$ cat config.mk
export PLATFORM = sky130hd
export DESIGN_NAME = axi_rd_arbiter
export DESIGN_NICKNAME = d
export VERILOG_FILES = /design/src/rtl/axi_rd_arbiter.sv
export SDC_FILE = /design/constraint.sdc
export NUM_CORES = 1
export LEC_CHECK = 0
export BUFFER_PORTS_ARGS = -buffer_cell sky130_fd_sc_hd__buf_4
export CAP_MARGIN = 20
export CORE_AREA = 5 5 106 108
export CTS_CLUSTER_DIAMETER = 40
export DETAILED_ROUTE_END_ITERATION = 6
export DIE_AREA = 0 0 111 113
export PLACE_DENSITY_LB_ADDON = 0.12
export SYNTH_ARGS = -nofsm -noshare
export SYNTH_HDL_FRONTEND = slang
export SYNTH_SLANG_ARGS = --single-unit
$ cat constraint.sdc
create_clock -name clk -period 3.2 [get_ports clk]
set_input_delay 0.48 -clock clk [delete_from_list [all_inputs] [get_ports clk]]
set_output_delay 0.48 -clock clk [all_outputs]
set_load 0.03 [all_outputs]
$ cat src/rtl/axi_rd_arbiter.sv
// axi_rd_arbiter: two-master / two-slave read interconnect for the NPC core.
// One transaction in flight at a time. Masters are granted round-robin, and the
// granted address is routed to either main memory (s0) or the CLINT (s1).
// Addresses outside both regions are answered locally with rresp=1.
module axi_rd_arbiter #(
  parameter logic [31:0] MEM_BASE   = 32'h8000_0000,
  parameter logic [31:0] MEM_MASK   = 32'hF800_0000,
  parameter logic [31:0] CLINT_BASE = 32'h0200_0000,
  parameter logic [31:0] CLINT_MASK = 32'hFFFF_0000
) (
  input  logic        clk,
  input  logic        rst,
  // master 0 (IFU)
  input  logic [31:0] m0_araddr,
  input  logic        m0_arvalid,
  output logic        m0_arready,
  output logic [31:0] m0_rdata,
  output logic        m0_rresp,
  output logic        m0_rvalid,
  input  logic        m0_rready,
  // master 1 (LSU)
  input  logic [31:0] m1_araddr,
  input  logic        m1_arvalid,
  output logic        m1_arready,
  output logic [31:0] m1_rdata,
  output logic        m1_rresp,
  output logic        m1_rvalid,
  input  logic        m1_rready,
  // slave 0 (main memory)
  output logic [31:0] s0_araddr,
  output logic        s0_arvalid,
  input  logic        s0_arready,
  input  logic [31:0] s0_rdata,
  input  logic        s0_rresp,
  input  logic        s0_rvalid,
  output logic        s0_rready,
  // slave 1 (CLINT)
  output logic [31:0] s1_araddr,
  output logic        s1_arvalid,
  input  logic        s1_arready,
  input  logic [31:0] s1_rdata,
  input  logic        s1_rresp,
  input  logic        s1_rvalid,
  output logic        s1_rready
);

  localparam logic [1:0] IDLE = 2'd0;
  localparam logic [1:0] ADDR = 2'd1;
  localparam logic [1:0] DATA = 2'd2;
  localparam logic [1:0] ERR  = 2'd3;

  logic [1:0]  r_state;
  logic        r_owner;
  logic        r_target;
  logic [31:0] r_addr_q;
  logic        r_last;

  logic        w_any_req;
  logic        w_winner;
  logic [31:0] w_win_addr;
  logic        w_clint_hit;
  logic        w_mem_hit;
  logic        w_s_arready;
  logic        w_s_rvalid;
  logic [31:0] w_s_rdata;
  logic        w_s_rresp;
  logic        w_m_rready;

  // Round-robin winner: a lone requester wins; on contention the master that
  // was not granted last time wins.
  assign w_any_req  = m0_arvalid | m1_arvalid;
  assign w_winner   = (m0_arvalid && m1_arvalid) ? ~r_last : m1_arvalid;
  assign w_win_addr = w_winner ? m1_araddr : m0_araddr;

  // Address decode of the winning request; CLINT is checked first.
  assign w_clint_hit = ((w_win_addr & CLINT_MASK) == CLINT_BASE);
  assign w_mem_hit   = ((w_win_addr & MEM_MASK) == MEM_BASE);

  // Selected slave / owning master views used by the handshakes.
  assign w_s_arready = r_target ? s1_arready : s0_arready;
  assign w_s_rvalid  = r_target ? s1_rvalid  : s0_rvalid;
  assign w_s_rdata   = r_target ? s1_rdata   : s0_rdata;
  assign w_s_rresp   = r_target ? s1_rresp   : s0_rresp;
  assign w_m_rready  = r_owner  ? m1_rready  : m0_rready;

  // Output steering: every port defaults to 0 and only the selected path is driven.
  always_comb begin
    // NOTE: every output gets a default before the case so no path leaves it
    // unassigned; an incomplete assignment in always_comb infers a latch.
    m0_arready = 1'b0;
    m0_rdata   = 32'h0;
    m0_rresp   = 1'b0;
    m0_rvalid  = 1'b0;
    m1_arready = 1'b0;
    m1_rdata   = 32'h0;
    m1_rresp   = 1'b0;
    m1_rvalid  = 1'b0;
    s0_araddr  = 32'h0;
    s0_arvalid = 1'b0;
    s0_rready  = 1'b0;
    s1_araddr  = 32'h0;
    s1_arvalid = 1'b0;
    s1_rready  = 1'b0;
    case (r_state)
      IDLE: begin
        if (w_any_req) begin
          if (w_winner) m1_arready = 1'b1;
          else          m0_arready = 1'b1;
        end
      end
      ADDR: begin
        if (r_target) begin
          s1_arvalid = 1'b1;
          s1_araddr  = r_addr_q;
        end else begin
          s0_arvalid = 1'b1;
          s0_araddr  = r_addr_q;
        end
      end
      DATA: begin
        if (r_owner) begin
          m1_rvalid = w_s_rvalid;
          m1_rdata  = w_s_rdata;
          m1_rresp  = w_s_rresp;
        end else begin
          m0_rvalid = w_s_rvalid;
          m0_rdata  = w_s_rdata;
          m0_rresp  = w_s_rresp;
        end
        if (r_target) s1_rready = w_m_rready;
        else          s0_rready = w_m_rready;
      end
      ERR: begin
        if (r_owner) begin
          m1_rvalid = 1'b1;
          m1_rresp  = 1'b1;
        end else begin
          m0_rvalid = 1'b1;
          m0_rresp  = 1'b1;
        end
      end
      default: ;
    endcase
  end

  // Transaction FSM: grant and decode in IDLE, then address and data phases.
  always_ff @(posedge clk) begin
    // NOTE: sequential state uses non-blocking assignments so every register
    // samples the pre-edge values regardless of statement order.
    if (rst) begin
      r_state  <= IDLE;
      r_owner  <= 1'b0;
      r_target <= 1'b0;
      r_addr_q <= 32'h0;
      r_last   <= 1'b1;
    end else begin
      case (r_state)
        IDLE: begin
          if (w_any_req) begin
            r_owner  <= w_winner;
            r_last   <= w_winner;
            r_addr_q <= w_win_addr;
            if (w_clint_hit) begin
              r_target <= 1'b1;
              r_state  <= ADDR;
            end else if (w_mem_hit) begin
              r_target <= 1'b0;
              r_state  <= ADDR;
            end else begin
              r_state  <= ERR;
            end
          end
        end
        ADDR: if (w_s_arready) r_state <= DATA;
        DATA: if (w_s_rvalid && w_m_rready) r_state <= IDLE;
        ERR:  if (w_m_rready) r_state <= IDLE;
        default: r_state <= IDLE;
      endcase
    end
  end

endmodule

==> results of run 1 <==
==> worst paths after layout <==
path / end / slack (ps) / cells after the start
worst max register to register: r_state[1]$_SDFFE_PP0P_ / 1270 / 5
worst min register to register: r_addr_q[6]$_SDFFE_PP0P_ / 470 / 2
worst max-delay path: m1_rvalid / 710 / 5
worst min-delay path: r_addr_q[12]$_SDFFE_PP0P_ / 460 / 3
==> cell usage in the layout, fill, tap and decap left out, drive strengths merged, types with 3 or more instances in the layout <==
cell    count
clkbuf      6
a211oi      3
buf       283
and2       64
a311oi     21
nand2      57
nand4       3
or2         3
nor2       94
a21oi      17
a22oi      11
mux2i      34
nor4        6
dfxtp      37
==> metal layers <==
metal | wire length (µm) | global-route usage, % | up-vias
met3 | 1150 | 6.04 | 20
met1 | 5150 | 22.9 | 1667
met4 | 269 | 5.17 | 0
li1 | - | - | 1888
met2 | 6570 | 34.2 | 187
met5 | 0 | 0 | -
==> cell usage after synthesis, drive strengths merged <==
library cell / n / area [µm²]
a21boi: 1 / 7.51
a21bo: 1 / 10.0
nor2: 94 / 358
nor4: 6 / 37.5
mux2i: 34 / 340
o21ai: 1 / 5.00
nor3b: 2 / 15.0
o211ai: 2 / 15.0
a311oi: 21 / 184
or2: 3 / 18.8
and2: 64 / 400
o32a: 1 / 10.0
nor2b: 2 / 12.5
o221ai: 1 / 8.76
nor4b: 2 / 17.5
buf: 12 / 77.6
clkinv: 1 / 5.00
or3: 1 / 11.3
a211oi: 3 / 22.5
a21oi: 17 / 119
nand4: 3 / 18.8
nand2: 57 / 214
nand3: 2 / 10.0
dfxtp: 37 / 741
a22oi: 11 / 128
nand2b: 1 / 6.26
nor3: 2 / 10.0
mux2: 1 / 11.3
clkbuf: 26 / 97.6
inv: 1 / 3.75
and3b: 1 / 8.76
==> stage by stage <==
| stage | setup WS, ps | total power, mW | std cells |
|---|---|---|---|
| floorplan | 969 | 0.970 | 411 |
| global placement | 925 | 1.27 | 792 |
| detailed placement | 917 | 1.28 | 792 |
| CTS | 669 | 1.70 | 800 |
| global route | 525 | 1.78 | 800 |
| finish | 709 | 1.67 | 800 |
==> worst reg2reg max path, delay by kind of cell, from the launching register on <==
| family | cells | cell delay [ps] |
|---|---|---|
| compound gates | 3 | 860 |
| flops | 1 | 360 |
| buf+inv | 1 | 520 |
| simple gates | 1 | 120 |
==> area by class of cell <==
| cell class | instances | area (µm²) |
|---|---|---|
| clock buffers | 6 | 72.6 |
| repair buffers | 283 | 2140 |
| flip-flops and latches | 37 | 742 |
| clock inverters | 2 | 38.8 |
| multi-input cells | 334 | 2010 |
| inverters | 2 | 8.76 |
| fillers | 1007 | 4960 |
| well taps | 136 | 170 |
==> registers in the layout, indices dropped and copies added, names as in the netlist <==
| name | flops |
|---|---|
| r_addr_q | 32 |
| r_last | 1 |
| r_owner | 1 |
| r_state | 2 |
| r_target | 1 |
==> power by group through the flow <==
| stage | Sequential, mW | Clock [mW] | Combinational [mW] |
|---|---|---|---|
| 4_1_cts | 0.566 | 0.428 | 0.706 |
| 2_1_floorplan | 0.552 | 0 | 0.418 |
| 5_1_grt | 0.575 | 0.452 | 0.757 |
| 3_3_place_gp | 0.574 | 0 | 0.695 |
| 6_report | 0.565 | 0.409 | 0.700 |
| 3_5_place_dp | 0.576 | 0 | 0.705 |
==> logic make-up (layout without fill, tap and decap cells) <==
group	after synthesis	after routing	share of synthesized area (%)
and+or+nand+nor	240	240	38.9
AOI/OAI and AO/OA	59	59	17.4
buffers and inverters	40	293	6.29
DFF	37	37	25.3
muxes	35	35	12.0
==> flow_summary.json, run 1 <==
{
  "grt_max_degree": 43,
  "ant_nets": 0,
  "regToRegStartpoint": "r_target$_SDFFE_PP0P_",
  "postPlaceCellArea_um2": 5070,
  "power_switching_uw": 619,
  "wire_per_inst_um": 16.4,
  "fmax_ghz": 0.401,
  "final_design_area_no_fill_um2": 5180,
  "syn_area_per_cell_um2": 7.11,
  "slew_headroom_pct": 31.0,
  "cp_slowest_cell": "buf_4",
  "path_delay_family": "buffers and inverters",
  "critPathMostFrequentCell": "buf_4",
  "wl_um": 13100,
  "gp_congestion": 0.859,
  "cts_max_path_buffers": 2,
  "grt_pass1_vias": 3732,
  "portBuffers": 277,
  "status": "completed",
  "ios": 278,
  "core_area_um2": 10100,
  "path_cells": "buf_4, nor2b_1, a211oi_1, nor2_1, buf_4",
  "initial_core_util_pct": 28.8,
  "cp_data_required_time_ps": 2720,
  "p_leak_nw": 2.47,
  "report.final.slew_viol_count": 0,
  "ctsHoldBuffers": 0,
  "slowest_delay_ps": 520,
  "yosysUniqueCellTypes": 37,
  "grtUsageTotal_pct": 19.4,
  "clock_skew_ps": 6.10,
  "vdd_ir_drop_max_v": 0.000154,
  "rsz0062_at_grt": "no",
  "critPathLaunchType": "flip-flop",
  "diodes": 0,
  "worst-path-max-fanout": 39,
  "synth_cells": 411,
  "cp.arrival_ps": 2010,
  "p_sw_share_pct": 37.0,
  "vias": 3762,
  "drt_iter0_markers": 211,
  "grt-ovfl-total": 0,
  "die-height_um": 113,
  "syn_to_final_growth_pct": 77.1,
  "seqPwrFrac_pct": 33.7,
  "p_clk_share_pct": 24.5,
  "dieArea_um2": 12500,
  "synthesis.area_um2": 2920,
  "synth_warnings": 0,
  "p_comb_share_pct": 41.8,
  "cts_root_buf": "clkbuf_8",
  "fin_nets": 803,
  "drcViolationCount": 0,
  "final-hold-violation-count": 0,
  "die_w_um": 111,
  "critPathBufInv": 2,
  "cts_resized": 0,
  "worst_setup_path_end_kind": "output pin",
  "synth.yosys.seq_area_share_pct": 25.3,
  "final_util_pct": 51.1,
  "cts_tree": "built",
  "fin_crit_sh_pct": 77.9,
  "first_pass_iters": 5,
  "crit_type": "reg2out",
  "rows": 37,
  "htreeDepth": 2,
  "viasPerCell": 4.70,
  "timing.hold.ws_ps": 457,
  "cap_viol_max_count": 0,
  "hold_class": "in2reg",
  "hp-start": "m1_araddr[12]",
  "fin_crit_ps": 2490,
  "yosys_register_bits": 37,
  "drive_above_1_share_pct": 48.0,
  "fin_setup_tns_ps": 0,
  "cts_buffers": 5,
  "worst_pin_slew_ps": 1030,
  "antenna_found_initial": 0,
  "grt_first_pass_wirelength_um": 20000,
  "p_per_area_nw_per_um2": 323,
  "insertion_delay_ps": 290,
  "setup_violations": 0,
  "place_hpwl_um": 10600,
  "cts_post_setup_buffers_inserted": 0,
  "cts.clk_slew.worst_paths_ps": 80,
  "mappedNetlistNets": 551,
  "cp-startpoint": "r_target$_SDFFE_PP0P_",
  "intPower_mw": 1.05,
  "cts.sinks": 37
}
(Power assumes the default switching activity.)
==> inputs of run 2 (changes only) <==
Settings changed: CORE_AREA 5 5 106 108 to 5 5 104 106, DIE_AREA 0 0 111 113 to 0 0 109 111.
Clock period 3.2 ns to 2.35 ns, I/O delays scaled along.
==> run 2 against run 1 <==
  * Global-route usage up 1.9 points
  * Critical path depth decreased by 1
  * Die area down 3.5%
  * Clock-buffer cell count shrank 1
  * Sequential share of layout area barely moved
  * Total power increased by 30%
  * Clock power up 12%
  * Combinational power rose by 37%
  * Critical endpoint is now m0_arready
==> flow_summary.json, run 2 (same netlist as run 1, synthesis figures left out) <==
{
  "grt_pass1_vias": 3887,
  "fin_total_pwr_mw": 2.18,
  "fin_crit_ps": 2240,
  "drcViolationCount": 0,
  "drive_above_1_share_pct": 48.5,
  "report.final.slew_viol_count": 0,
  "layout_commonest_cell": "buf_4",
  "crit_type": "reg2out",
  "viasPerCell": 4.83,
  "fin_setup_tns_ps": 0,
  "syn_to_final_growth_pct": 77.4,
  "cts.clk_slew.worst_paths_ps": 80,
  "portBuffers": 277,
  "cts.sinks": 37,
  "wl_um": 13600,
  "rows": 36,
  "vdd_ir_drop_max_v": 0.000262,
  "cts_root_buf": "clkbuf_8",
  "worst_pin_slew_ps": 990,
  "ant_nets": 0,
  "largest-register": "r_addr_q",
  "p_leak_nw": 2.48,
  "core_area_um2": 9680,
  "critPathLaunchType": "flip-flop",
  "clock_skew_ps": 5.39,
  "cp.arrival_ps": 1890,
  "grt_max_degree": 43,
  "cts_buffers": 5,
  "place_hpwl_um": 11000,
  "htreeDepth": 2,
  "dieArea_um2": 12100,
  "cp_data_required_time_ps": 2000,
  "wire_per_inst_um": 16.9,
  "hold_class": "in2reg",
  "p_per_area_nw_per_um2": 421,
  "largest_reg_flops": 32,
  "final_cell_mix": "buf_4 (286), nor2_1 (92), and2_1 (64)",
  "initial_core_util_pct": 30.2,
  "rsz0062_at_grt": "no",
  "cts_max_path_buffers": 2,
  "worst_setup_path_end_kind": "output pin",
  "worst-path-max-fanout": 13,
  "fin_crit_sh_pct": 95.4,
  "cap_viol_max_count": 0,
  "vias": 3872,
  "ios": 278,
  "fmax_ghz": 0.446,
  "status": "completed",
  "n_fill_cell": 947,
  "grtUsageTotal_pct": 21.3,
  "fin_nets": 807,
  "die_w_um": 109,
  "grt_first_pass_wirelength_um": 20600,
  "final-hold-violation-count": 0,
  "insertion_delay_ps": 290,
  "grt-ovfl-total": 0,
  "first_pass_iters": 4,
  "diodes": 0,
  "setup_violations": 0,
  "drt_iter0_markers": 214,
  "antenna_found_initial": 0,
  "reg.largest.list": "r_addr_q x32, r_state x2",
  "gp_congestion": 0.849,
  "slew_headroom_pct": 33.6,
  "die-height_um": 111,
  "cts_tree": "built"
}
run 2: critical path, cell delays in order (launching register included):
cell      delay, ps
dfxtp_1         440
or2_1           340
or3_4           410
clkinv_2        200
buf_4           210
run 2: worst paths after layout:
| check | slack, ps | cells past startpoint | to | from |
|---|---|---|---|---|
| worst min register to register | 470 | 2 | r_addr_q[1]$_SDFFE_PP0P_ | r_addr_q[1]$_SDFFE_PP0P_ |
| worst max-delay path | 110 | 4 | m0_arready | r_state[0]$_SDFFE_PP0P_ |
| worst max register to register | 620 | 5 | r_addr_q[0]$_SDFFE_PP0P_ | r_state[0]$_SDFFE_PP0P_ |
| worst min-delay path | 330 | 3 | r_addr_q[14]$_SDFFE_PP0P_ | m1_araddr[14] |
run 2: final cells by class:
type / count / area [µm²] / area share [%]
clock buffer: 5 / 68.8 / 1.33
clock inverter: 3 / 21.3 / 0.410
inverter: 2 / 8.76 / 0.169
multi-input combinational: 334 / 2010 / 38.8
sequential: 37 / 742 / 14.3
tap: 133 / 166 / 3.21
timing repair buffer: 287 / 2170 / 41.8
run 2: routing by layer:
metal	track usage [%]	share of wire [%]	wire length (µm)
met2	36.8	49	6630
met1	24.0	38	5110
met5	0	0	0
met3	6.93	10	1380
met4	7.74	3.2	438
run 2: metrics by stage:
| stage | cells | util [%] | instance area [µm²] | worst slack, ps | hold WS, ps |
|---|---|---|---|---|---|
| 2_1_floorplan | 411 | - | 2920 | 247 | 436 |
| 3_3_place_gp | 793 | 52.6 | 5090 | 483 | 445 |
| 3_5_place_dp | 793 | 52.6 | 5090 | 393 | 457 |
| 4_1_cts | 801 | 53.5 | 5180 | 129 | 312 |
| 5_1_grt | 801 | 53.6 | 5190 | 37.9 | 311 |
| 6_report | 801 | 53.6 | 5190 | 107 | 326 |
run 2: report_power, final:
group	total (mW)	internal, mW	switching [mW]
Sequential	0.766	0.706	0.0608
Combinational	0.959	0.413	0.546
Clock	0.457	0.211	0.247
Total	2.18	1.33	0.853
run 2: repair_timing:
item                       in CTS  in global routing
hold buffers                    0                  0
buffers inserted                0                  0
resized for setup               0                  2
setup endpoints to repair       0                 26
